`config.mk`:
```
export PLATFORM = sky130hd
export DESIGN_NAME = sample_pair_packer
export DESIGN_NICKNAME = d
export VERILOG_FILES = /design/src/rtl/sample_pair_packer.sv
export SDC_FILE = /design/constraint.sdc
export NUM_CORES = 1
export LEC_CHECK = 0
export BUFFER_PORTS_ARGS = -buffer_cell sky130_fd_sc_hd__buf_2
export CORE_MARGIN = 5
export CORE_UTILIZATION = 50
export DETAILED_ROUTE_END_ITERATION = 6
export PLACE_DENSITY = 0.7
export SYNTH_ARGS = -nofsm -noshare
export SYNTH_HDL_FRONTEND = slang
export SYNTH_SLANG_ARGS = --single-unit
```
`constraint.sdc`:
```
create_clock -name clk -period 2.4 [get_ports clk]
set_clock_uncertainty 0.05 [all_clocks]
set_input_delay 0.24 -clock clk [delete_from_list [all_inputs] [get_ports clk]]
set_output_delay 0.24 -clock clk [all_outputs]
set_load 0.02 [all_outputs]
```
`src/rtl/sample_pair_packer.sv`:
```
// sample_pair_packer: packs pairs of signed samples into double-width words
// and buffers them in a small first-word-fall-through FIFO.
// Ports:
//   clk, nrst               clock (rising edge), async active-low reset
//   in_valid/in_ready       sample handshake; in_data is one signed sample
//   in_last                 closes a packet; a lone pending sample leaves as a half word
//   out_valid/out_ready     FIFO head handshake toward egress
//   out_data/keep/last      head word; first sample in the low lane
//   fifo_level              occupied FIFO entries
//   word_cnt                words popped since reset (wraps)
module sample_pair_packer #(
  parameter int unsigned DATA_WIDTH = 8,
  parameter int unsigned DOUT_WIDTH = 16,
  parameter int unsigned FIFO_DEPTH = 4,
  parameter int unsigned AW         = 2
) (
  input  logic                         clk,
  input  logic                         nrst,
  input  logic                         in_valid,
  output logic                         in_ready,
  input  logic signed [DATA_WIDTH-1:0] in_data,
  input  logic                         in_last,
  output logic                         out_valid,
  input  logic                         out_ready,
  output logic [DOUT_WIDTH-1:0]        out_data,
  output logic [1:0]                   out_keep,
  output logic                         out_last,
  output logic [AW:0]                  fifo_level,
  output logic [15:0]                  word_cnt
);

  localparam int unsigned PadW = DOUT_WIDTH - DATA_WIDTH;

  typedef enum logic {
    IDLE = 1'b0,
    HALF = 1'b1
  } state_t;

  typedef struct packed {
    logic [DOUT_WIDTH-1:0] data;
    logic [1:0]            keep;
    logic                  last;
  } word_t;

  state_t                state_q, state_d;
  logic [DATA_WIDTH-1:0] hold_q, hold_d;
  word_t                 mem_q [FIFO_DEPTH];
  logic [AW-1:0]         wr_ptr_q, rd_ptr_q;
  logic [AW:0]           level_q, level_d;
  logic [15:0]           word_cnt_q;

  logic  accept, pop, push;
  word_t push_word;

  // Handshake flags depend only on registered occupancy; no path from out_ready.
  assign in_ready  = (level_q != (AW+1)'(FIFO_DEPTH));
  assign out_valid = (level_q != '0);
  assign accept    = in_valid & in_ready;
  assign pop       = out_valid & out_ready;

  // Pairing FSM: next state, hold register and the word to push.
  always_comb begin
    state_d   = state_q;
    hold_d    = hold_q;
    push      = 1'b0;
    push_word = '0;
    case (state_q)
      IDLE: begin
        if (accept) begin
          if (in_last) begin
            // Lone sample: upper lane is zero, not sign-extended.
            push           = 1'b1;
            push_word.data = {{PadW{1'b0}}, in_data};
            push_word.keep = 2'b01;
            push_word.last = 1'b1;
          end else begin
            hold_d  = in_data;
            state_d = HALF;
          end
        end
      end
      HALF: begin
        if (accept) begin
          push           = 1'b1;
          push_word.data = {in_data, hold_q};
          push_word.keep = 2'b11;
          push_word.last = in_last;
          state_d        = IDLE;
        end
      end
      default: state_d = IDLE;
    endcase
  end

  // Occupancy update; simultaneous push and pop cancel out.
  always_comb begin
    level_d = level_q;
    if (push && !pop) begin
      level_d = level_q + (AW+1)'(1);
    end else if (pop && !push) begin
      level_d = level_q - (AW+1)'(1);
    end
  end

  // FSM and hold register.
  always_ff @(posedge clk or negedge nrst) begin
    if (!nrst) begin
      state_q <= IDLE;
      hold_q  <= '0;
    end else begin
      state_q <= state_d;
      hold_q  <= hold_d;
    end
  end

  // FIFO storage, pointers, occupancy and pop counter.
  always_ff @(posedge clk or negedge nrst) begin
    if (!nrst) begin
      for (int i = 0; i < int'(FIFO_DEPTH); i++) begin
        mem_q[i] <= '0;
      end
      wr_ptr_q   <= '0;
      rd_ptr_q   <= '0;
      level_q    <= '0;
      word_cnt_q <= '0;
    end else begin
      if (push) begin
        mem_q[wr_ptr_q] <= push_word;
        wr_ptr_q        <= wr_ptr_q + AW'(1);
      end
      if (pop) begin
        rd_ptr_q   <= rd_ptr_q + AW'(1);
        word_cnt_q <= word_cnt_q + 16'd1;
      end
      level_q <= level_d;
    end
  end

  // Head entry drives the output payload directly (fall-through).
  assign out_data   = mem_q[rd_ptr_q].data;
  assign out_keep   = mem_q[rd_ptr_q].keep;
  assign out_last   = mem_q[rd_ptr_q].last;
  assign fifo_level = level_q;
  assign word_cnt   = word_cnt_q;

endmodule

```
==> results.sh <==
export IMPL_grt_pass1_wl_um=16600
export IMPL_routed_wl_um=9780
export IMPL_finalNetCount=409
export IMPL_ant_nets=0
export IMPL_status="finished, final reports clean"
export IMPL_place_gp_congestion=0.803
export IMPL_hp_start="in_data[5]"
export IMPL_dr_pass1_iters=4
export IMPL_cts_made_buffers=9
export IMPL_yosysTopAreaCell="dfrtp_1"
export IMPL_slew_headroom_pct=59.3
export IMPL_crit_fanout=5
export IMPL_worstPathRequired_ps=2650
export IMPL_synth_top_cell_area_share_pct=55.7
export IMPL_die_w_um=109
export IMPL_die_area_um2=11800
export IMPL_final_common_cell="dfrtp_1"
export IMPL_routedWlPerCell_um=18.6
export IMPL_total_power_w=0.00694
export IMPL_ys_flop_type="dfrtp_1"
export IMPL_ys_seq_area_share_pct=55.7
export IMPL_drt_vias_per_instance=5.59
export IMPL_r2r_end="fifo_level[2]"
export IMPL_antenna_cells=0
export IMPL_die_h_um=109
export IMPL_worstReg2RegStart="fifo_level[0]"
export IMPL_initial_core_util_pct=50.3
export IMPL_grt_overflow=0
export IMPL_clock_path_buffers=2
export IMPL_hold_path_end="mem_q[16]"
export IMPL_max_freq_ghz=0.442
export IMPL_grt_max_degree=48
export IMPL_num_vias=2946
export IMPL_hold_violations=0
export IMPL_initialDrtViolationCount=159
export IMPL_synth_edf_count=0
export IMPL_peakVddDrop_mv=0.870
export IMPL_fin_crit_ps=2260
export IMPL_core_area_um2=9640
export IMPL_syn_to_final_growth_pct=12.0
export IMPL_setup_violations=0
export IMPL_whs_path_depth=2
export IMPL_mostFrequentLayoutCells="dfrtp_1 (107), buf_2 (51), mux2_2 (37), a22o_1 (32), mux4_2 (19)"
export IMPL_htree_levels=3
export IMPL_finalMaxSlewViolations=0
export IMPL_leakage_nw=2.58
export IMPL_port_buffers=52
export IMPL_final_cells=527
export IMPL_syn_inst=334
export IMPL_drive_gt1_share_pct=36.3
export IMPL_cts_num_sinks=108
export IMPL_syn_area_um2=4850
export IMPL_cts_tree="yes"
export IMPL_syn_avg_cell_area_um2=14.5
export IMPL_synthTopCellsByArea="dfrtp_1 (56%), mux4_2 (8.8%), mux2_2 (8.6%)"
export IMPL_cts_hold_buf=1
export IMPL_clock_latency_ps=370
export IMPL_yosys_register_bits=108
export IMPL_critPathArrivalTime_ps=2510
export IMPL_antenna_found_initial=0
export IMPL_worst_setup_path_end_kind="flop"
export IMPL_drcViolationCount=0
export IMPL_grt_pass1_vias=3120
export IMPL_r2r_slack_ps=140
export IMPL_cts_resized=0
export IMPL_cts_setup_buffers=0
export IMPL_rows=36
export IMPL_yosysWarnings=0
export IMPL_cap_viol_max_count=0
export IMPL_grtUsageTotal_pct=18.7
export IMPL_dp_cells=510
export IMPL_yosysUniqueCellTypes=35
export IMPL_dp_worst_setup_slack_ps=150
export IMPL_worst_setup_path_type="reg -> reg"
export IMPL_synth_async_sr_flop_share_pct=100
export IMPL_ctsRootBufferMaster="clkbuf_8"
export IMPL_rsz0062_at_grt="no"
export IMPL_clk_pin_slew_ps=100
export IMPL_syn_num_nets=354
export IMPL_hp_class="in -> reg"
export IMPL_powerDensity_nw_per_um2=1280
export IMPL_r2r_cells=9
export IMPL_dp_hpwl_um=6700
export IMPL_finalCritPeriodShare_pct=94.2
export IMPL_ios=53
export IMPL_startpoint_type="flop"
export IMPL_setup_ws_ps=140
export IMPL_tightest_slew_ps=610
export IMPL_final_setup_tns_ps=0
==> logic make-up (layout without fill, tap and decap cells) <==
| group | Yosys count | in the layout | share of synthesized area [%] |
|---|---|---|---|
| compound gates | 49 | 49 | 8.15 |
| xor+xnor | 21 | 21 | 3.79 |
| fa+ha+maj | 7 | 7 | 1.96 |
| buf+inv | 25 | 85 | 3.53 |
| flops | 108 | 108 | 55.7 |
| mux | 60 | 60 | 18.3 |
| simple gates | 64 | 64 | 8.54 |
==> state kept, by name, summed over array words and instances, names as in the netlist <==
signal and flops:
rd_ptr_q 2, mem_q 76, fifo_level 3, hold_q 8, state_q 1, word_cnt 16, wr_ptr_q 2
==> critical path: stages, from the launching register on <==
cell and delay [ps]:
dfrtp_2 460, or3_4 390, and2_1 210, inv_2 70, ha_1 180, inv_1 60
fa_1 370, xor2_1 150, nor2_1 110, xor2_1 160
==> cell usage after synthesis, types with 2 or more instances <==
master	n
buf_2	2
xnor2_1	17
o21ai_0	5
inv_1	8
a22oi_1	8
clkbuf_1	4
nand3_1	9
mux4_2	19
buf_6	10
nand2_8	4
nand4_1	4
a22o_1	32
nand2b_1	4
a21o_1	4
ha_1	6
mux2_1	4
nand2_1	14
mux2_2	37
nor2_1	13
and3_4	4
xor2_1	4
dfrtp_1	108
and2_1	2
==> cell type report <==
cell class	instances	area, um^2
Fill cell	827	4210
Sequential cell	108	2700
Multi-Input combinational cell	201	1980
Timing Repair Buffer	60	350
Tap cell	133	166
Clock buffer	13	149
Clock inverter	3	46.3
Inverter	9	33.8
==> worst max-delay path by stage <==
stage	startpoint	to	slack, ps	cells after the start
floorplan	fifo_level[2]	fifo_level[1]	20	7
global route	fifo_level[0]	fifo_level[2]	10	9
CTS	fifo_level[0]	fifo_level[2]	120	9
global placement	fifo_level[0]	fifo_level[2]	190	9
detailed placement	fifo_level[0]	fifo_level[2]	150	9
finish	fifo_level[0]	fifo_level[2]	140	9
==> power breakdown <==
group / leakage, nW / internal (W) / total [W] / switching [W]
clock: 0.0938 / 0.000515 / 0.00110 / 0.000587
combinational: 1.11 / 0.00140 / 0.00284 / 0.00144
sequential: 1.38 / 0.00253 / 0.00300 / 0.000466
total: 2.58 / 0.00444 / 0.00694 / 0.00250
==> through the flow <==
stage | area, um^2 | utilization [%] | hold WS, ps
after global routing | 5430 | 56.4 | 122
final | 5430 | 56.4 | 135
after CTS | 5430 | 56.4 | 113
after floorplan | 4860 | - | -106
after global placement | 5230 | 54.2 | 228
after detailed placement | 5230 | 54.2 | 237
==> per-layer routing <==
layer	wire, um	vias to the layer above	part of all wire [%]	GRT usage, %
met3	409	10	4.2	4.36
met2	4770	64	49	30.1
li1	-	1329	-	-
met1	4490	1543	46	25.5
met4	99	0	1.0	5.14
met5	0	-	0	0
No activity file was read; power rests on OpenSTA's default activity.
